### config.mk
export PLATFORM = sky130hd
export DESIGN_NAME = a0_control_sequencer
export DESIGN_NICKNAME = d
export VERILOG_FILES = /design/src/rtl/a0_control_sequencer.sv
export SDC_FILE = /design/constraint.sdc
export NUM_CORES = 1
export LEC_CHECK = 0
export ABC_AREA = 1
export BUFFER_PORTS_ARGS = -buffer_cell sky130_fd_sc_hd__buf_2
export CAP_MARGIN = 25
export CORE_UTILIZATION = 55
export DETAILED_ROUTE_END_ITERATION = 12
export PLACE_DENSITY = 0.82
export SETUP_SLACK_MARGIN = 0.02
export SYNTH_ARGS = -nofsm -noshare
export SYNTH_HDL_FRONTEND = slang
export SYNTH_SLANG_ARGS = --single-unit
### constraint.sdc
create_clock -name CLK -period 2.8 [get_ports CLK]
set_input_delay 0 -clock CLK [delete_from_list [all_inputs] [get_ports CLK]]
set_output_delay 0 -clock CLK [all_outputs]
set_load 0.01 [all_outputs]
### src/rtl/a0_control_sequencer.sv
// rtl/a0_control_sequencer.sv - opcode-driven control FSM for the A0 register stage mux selects and write strobe
module a0_control_sequencer #(
    parameter int COUNT_W  = 8,
    parameter int MAX_ITER = 255
) (
    input  logic               CLK,
    input  logic               RST_N,
    input  logic               instr_valid,
    output logic               instr_ready,
    input  logic [2:0]         instr_op,
    input  logic               sub_borrow,
    output logic               CTRL1,
    output logic               CTRL5,
    output logic               CTRL6,
    output logic               a0_we,
    output logic               busy,
    output logic               done,
    output logic               err,
    output logic               ovf,
    output logic [COUNT_W-1:0] quotient
);

    localparam logic [2:0] OP_NOP    = 3'd0;
    localparam logic [2:0] OP_LDI    = 3'd1;
    localparam logic [2:0] OP_MOVA1  = 3'd2;
    localparam logic [2:0] OP_SUB    = 3'd3;
    localparam logic [2:0] OP_DIVSUB = 3'd4;

    localparam logic [COUNT_W-1:0] MAX_Q = COUNT_W'(MAX_ITER);

    typedef enum logic [2:0] {
        S_IDLE,
        S_SETUP,
        S_WRITE,
        S_CHECK,
        S_DONE
    } state_t;

    state_t     state;
    state_t     state_next;
    logic [2:0] op_q;
    logic       err_q;
    logic       ovf_q;
    logic       accept;
    logic       reserved_op;
    logic       is_divsub;
    logic       at_limit;

    assign accept      = (state == S_IDLE) && instr_valid;
    assign reserved_op = (instr_op > OP_DIVSUB);
    assign is_divsub   = (op_q == OP_DIVSUB);
    assign at_limit    = (quotient == MAX_Q);

    always_ff @(posedge CLK or negedge RST_N) begin
        if (!RST_N) begin
            state <= S_IDLE;
        end else begin
            state <= state_next;
        end
    end

    // Every output below depends only on registered state, op_q and flags.
    always_comb begin
        state_next  = state;
        instr_ready = 1'b0;
        CTRL1       = 1'b0;
        CTRL5       = 1'b0;
        CTRL6       = 1'b0;
        a0_we       = 1'b0;
        busy        = 1'b1;
        done        = 1'b0;
        err         = 1'b0;
        ovf         = 1'b0;
        unique case (state)
            S_IDLE: begin
                instr_ready = 1'b1;
                busy        = 1'b0;
                if (instr_valid) begin
                    if (instr_op == OP_NOP || reserved_op) begin
                        state_next = S_DONE;
                    end else begin
                        state_next = S_SETUP;
                    end
                end
            end
            S_SETUP: begin
                CTRL1      = (op_q == OP_LDI);
                CTRL5      = (op_q == OP_MOVA1);
                CTRL6      = (op_q == OP_SUB) || is_divsub;
                state_next = is_divsub ? S_CHECK : S_WRITE;
            end
            S_WRITE: begin
                CTRL1      = (op_q == OP_LDI);
                CTRL5      = (op_q == OP_MOVA1);
                CTRL6      = (op_q == OP_SUB) || is_divsub;
                a0_we      = 1'b1;
                state_next = is_divsub ? S_CHECK : S_DONE;
            end
            S_CHECK: begin
                CTRL6 = 1'b1;
                if (sub_borrow || at_limit) begin
                    state_next = S_DONE;
                end else begin
                    state_next = S_WRITE;
                end
            end
            S_DONE: begin
                done       = 1'b1;
                err        = err_q;
                ovf        = ovf_q;
                state_next = S_IDLE;
            end
            default: begin
                state_next = S_IDLE;
            end
        endcase
    end

    // The limit test in CHECK precedes the increment in WRITE, so quotient never wraps.
    always_ff @(posedge CLK or negedge RST_N) begin
        if (!RST_N) begin
            op_q     <= 3'd0;
            quotient <= '0;
            err_q    <= 1'b0;
            ovf_q    <= 1'b0;
        end else if (accept) begin
            op_q     <= instr_op;
            quotient <= '0;
            err_q    <= reserved_op;
            ovf_q    <= 1'b0;
        end else if (state == S_WRITE && is_divsub) begin
            quotient <= quotient + COUNT_W'(1);
        end else if (state == S_CHECK && !sub_borrow && at_limit) begin
            ovf_q <= 1'b1;
        end
    end

endmodule

==> out/metrics.yaml <==
outcome:
  status: "finished with violations"
  failed_checks: "design-rule violations"
placement:
  gp_congestion: 0.8814
  dp_cells: 169
  place_area_um2: 1094
  place_ws_ps: 1498
  dpl.hpwl_um: 1656
  port_buffers: 23
finish:
  nets: 171
  drive_gt1_frac: 0.2313
  multi_input_area_um2: 498.0
  antennaDiodeCount: 0
  regArea_um2: 400.4
  syn2layout_area_growth_pct: 20.63
  n_fill_cell: 132
  final_cells: 176
  final_cell_area_um2: 1156
route:
  viasPerCell: 5.432
  drt-total-wl_um: 2244
  ant_nets: 0
  drt_first_iter_violations: 21
  routedWlPerCell_um: 12.75
  vias: 956
  first_pass_iters: 8
  drcViolationCount: 2
critical_path:
  crit_path_start_kind: "flip-flop"
  rr_worst_depth: 7
  r2r_slack_ps: 1460
  crit_fanout: 4
  cp_num_buf_inv: 2
  required_ps: 2800
  r2r_end: "state[2]$_DFFE_PN0P_"
  crit_path_end_kind: "primary output"
  cp-startpoint: "state[1]$_DFFE_PN0P_"
  reg2reg_from: "quotient[1]$_DFFE_PN0P_"
  cp_slowest_stage_delay_ps: 410
  critPathTopFamily: "flip-flops"
  critPathKind: "flip-flop to primary output"
  path_cells: "inv_2 -> nor3_1 -> a21oi_1 -> o21ai_1 -> buf_2"
  worstPathArrival_ps: 1460
  crit_path_top_delay_cell: "dfrtp_1"
power:
  p_sw_frac: 0.4561
  p_leak_nw: 0.6242
  netSwitchingPower_mw: 0.3946
  pwr-share-comb: 0.490
  p_clk_frac: 0.137
  seq_power_share: 0.373
  total_power_mw: 0.8651
  p_int_mw: 0.4706
  vdd_drop_max_v: 0.0005513
  power.density_nw_per_um2: 748.3
yosys:
  synth_area_per_cell_um2: 7.372
  yosysSeqAreaShare: 0.4178
  syn_inst: 130
  synth_common_cells: "37 x nand2_1, 19 x nor2_1, 16 x dfrtp_1, 13 x inv_1, 11 x nand3_1"
  yosysTopAreaCellShare: 0.4178
  synth_most_common_cell: "nand2_1"
  synth_top_area_cell: "dfrtp_1"
  yosys_warnings: 0
  netlist_area_um2: 958.4
  yosysUniqueCellTypes: 22
  ys_seq_elements: 16
  ys_top_cells_by_area: "dfrtp_1 42%, nand2_1 14%, nor2_1 7.4%"
  syn_nets: 139
  synth_edf_count: 0
  async_flop_share: 1.000
  synthFlopType: "dfrtp_1"
global_routing:
  grt_max_degree: 17
  grt_usage: 0.2691
  grt_pass1_vias: 857
  grt_pass1_wl_um: 3767
  antenna_found_initial: 0
  overflow: 0
sta:
  period_share: 0.5200
  maxSlewViolCount: 0
  period_needed_ps: 1456
  tns_ps: 0
  finalClockSkew_ps: 3.489
  relSlewSlack: 0.6847
  setup_violations: 0
  worstMarginPinSlew_ps: 469.3
  finalWorstSetupSlack_ps: 1344
  finalHoldViolCount: 0
  rsz0062_at_grt: "false"
  max_freq_mhz: 686.8
min_path:
  hold_end: "state[1]$_DFFE_PN0P_"
  hold_depth: 4
  hp-start: "sub_borrow"
  hp-class: "input pin to flip-flop"
floorplanning:
  dieArea_um2: 1914
  num_io_pins: 24
  fp.dieH_um: 43.75
  start_util: 0.6148
  rows: 14
  fp.dieW_um: 43.75
  core-area_um2: 1559
clocking:
  clock_path_buffers: 2
  cts_buffers: 3
  cts_sinks: 16
  cts_root_buf: "clkbuf_4"
  post_cts_buffers: 0
  h-tree-depth: 1
  clk_pin_slew_ps: 90
  clk_latency_ps: 280
  cts_tree: "built"
  cts_resized: 0
job:
  max_cap_violations: 0
-- flip-flops by register name (all words and copies together) (netlist names) --
register and count:
op_q 3, state 3, ovf_q 1, quotient 8, err_q 1
-- cells by family after synthesis --
kind of cell / synth area share
compound gates: 0.07833
xor+xnor: 0.009140
fa+ha+maj: 0.02611
buf+inv: 0.06267
flops: 0.4178
simple gates: 0.4060
-- stage by stage --
| step | hold slack (ps) | util |
|---|---|---|
| 3_3_place_gp | -72.32 | 0.7014 |
| 4_1_cts | 35.17 | 0.7416 |
| 5_1_grt | 55.34 | 0.7416 |
| 6_report | 30.28 | 0.7416 |
| 2_1_floorplan | -295.6 | - |
| 3_5_place_dp | -68.92 | 0.7014 |
-- layout by cell type (no fill, tap or decap) --
cell / count
a21oi_1: 5
nand3_4: 1
dfrtp_1: 16
ha_1: 2
nor2_1: 19
nand4_1: 4
a22oi_1: 1
clkbuf_4: 3
nand3_1: 11
buf_2: 23
nand2_1: 37
dlygate4sd3_1: 4
nor2_2: 1
or2_2: 1
o21bai_1: 1
nor3_1: 2
nand2_2: 1
xor2_1: 1
nor2_8: 1
nor2_4: 2
inv_1: 13
inv_2: 3
o21ai_1: 1
o21ai_0: 6
nand3_2: 1
-- worst max-delay path by stage --
| stage | cells after the start | to | slack [ps] |
|---|---|---|---|
| floorplan | 7 | state[2]$_DFFE_PN0P_ | 1590 |
| detailed placement | 7 | state[2]$_DFFE_PN0P_ | 1500 |
| finish | 5 | CTRL6 | 1340 |
| CTS | 4 | CTRL6 | 1340 |
| global placement | 7 | state[2]$_DFFE_PN0P_ | 1600 |
| global route | 6 | CTRL5 | 1210 |
-- final cells by class --
cell class,instances,share of cell area
Multi-Input combinational cell,98,0.4307
Sequential cell,16,0.3463
Timing Repair Buffer,27,0.1342
Inverter,16,0.05195
Clock buffer,3,0.01948
Tap cell,16,0.01732
-- power by group through the flow --
stage	sequential [mW]	clock, mW	combinational, mW
after floorplan	0.323	0	0.297
after global placement	0.324	0	0.409
after detailed placement	0.328	0	0.417
after CTS	0.323	0.120	0.423
after global routing	0.332	0.126	0.477
final	0.323	0.119	0.424
-- metal layers --
layer	vias to the layer above	wire [um]	track usage
met5	-	0	0
met4	0	53	0.08750
li1	478	-	-
met2	32	1108	0.4567
met1	437	991	0.3585
met3	9	91	0.02917
-- tightest hold or removal path, delay by kind of cell --
kind / cells / cell delay, ps
buffers and inverters: 2 / 130
and+or+nand+nor: 2 / 150
-- repair_timing --
action | in CTS | in global routing
endpoints found under the hold margin | 19 | 0
hold buffers | 4 | 0
setup endpoints to repair | 0 | 0
No activity file was read; power rests on OpenSTA's default activity.
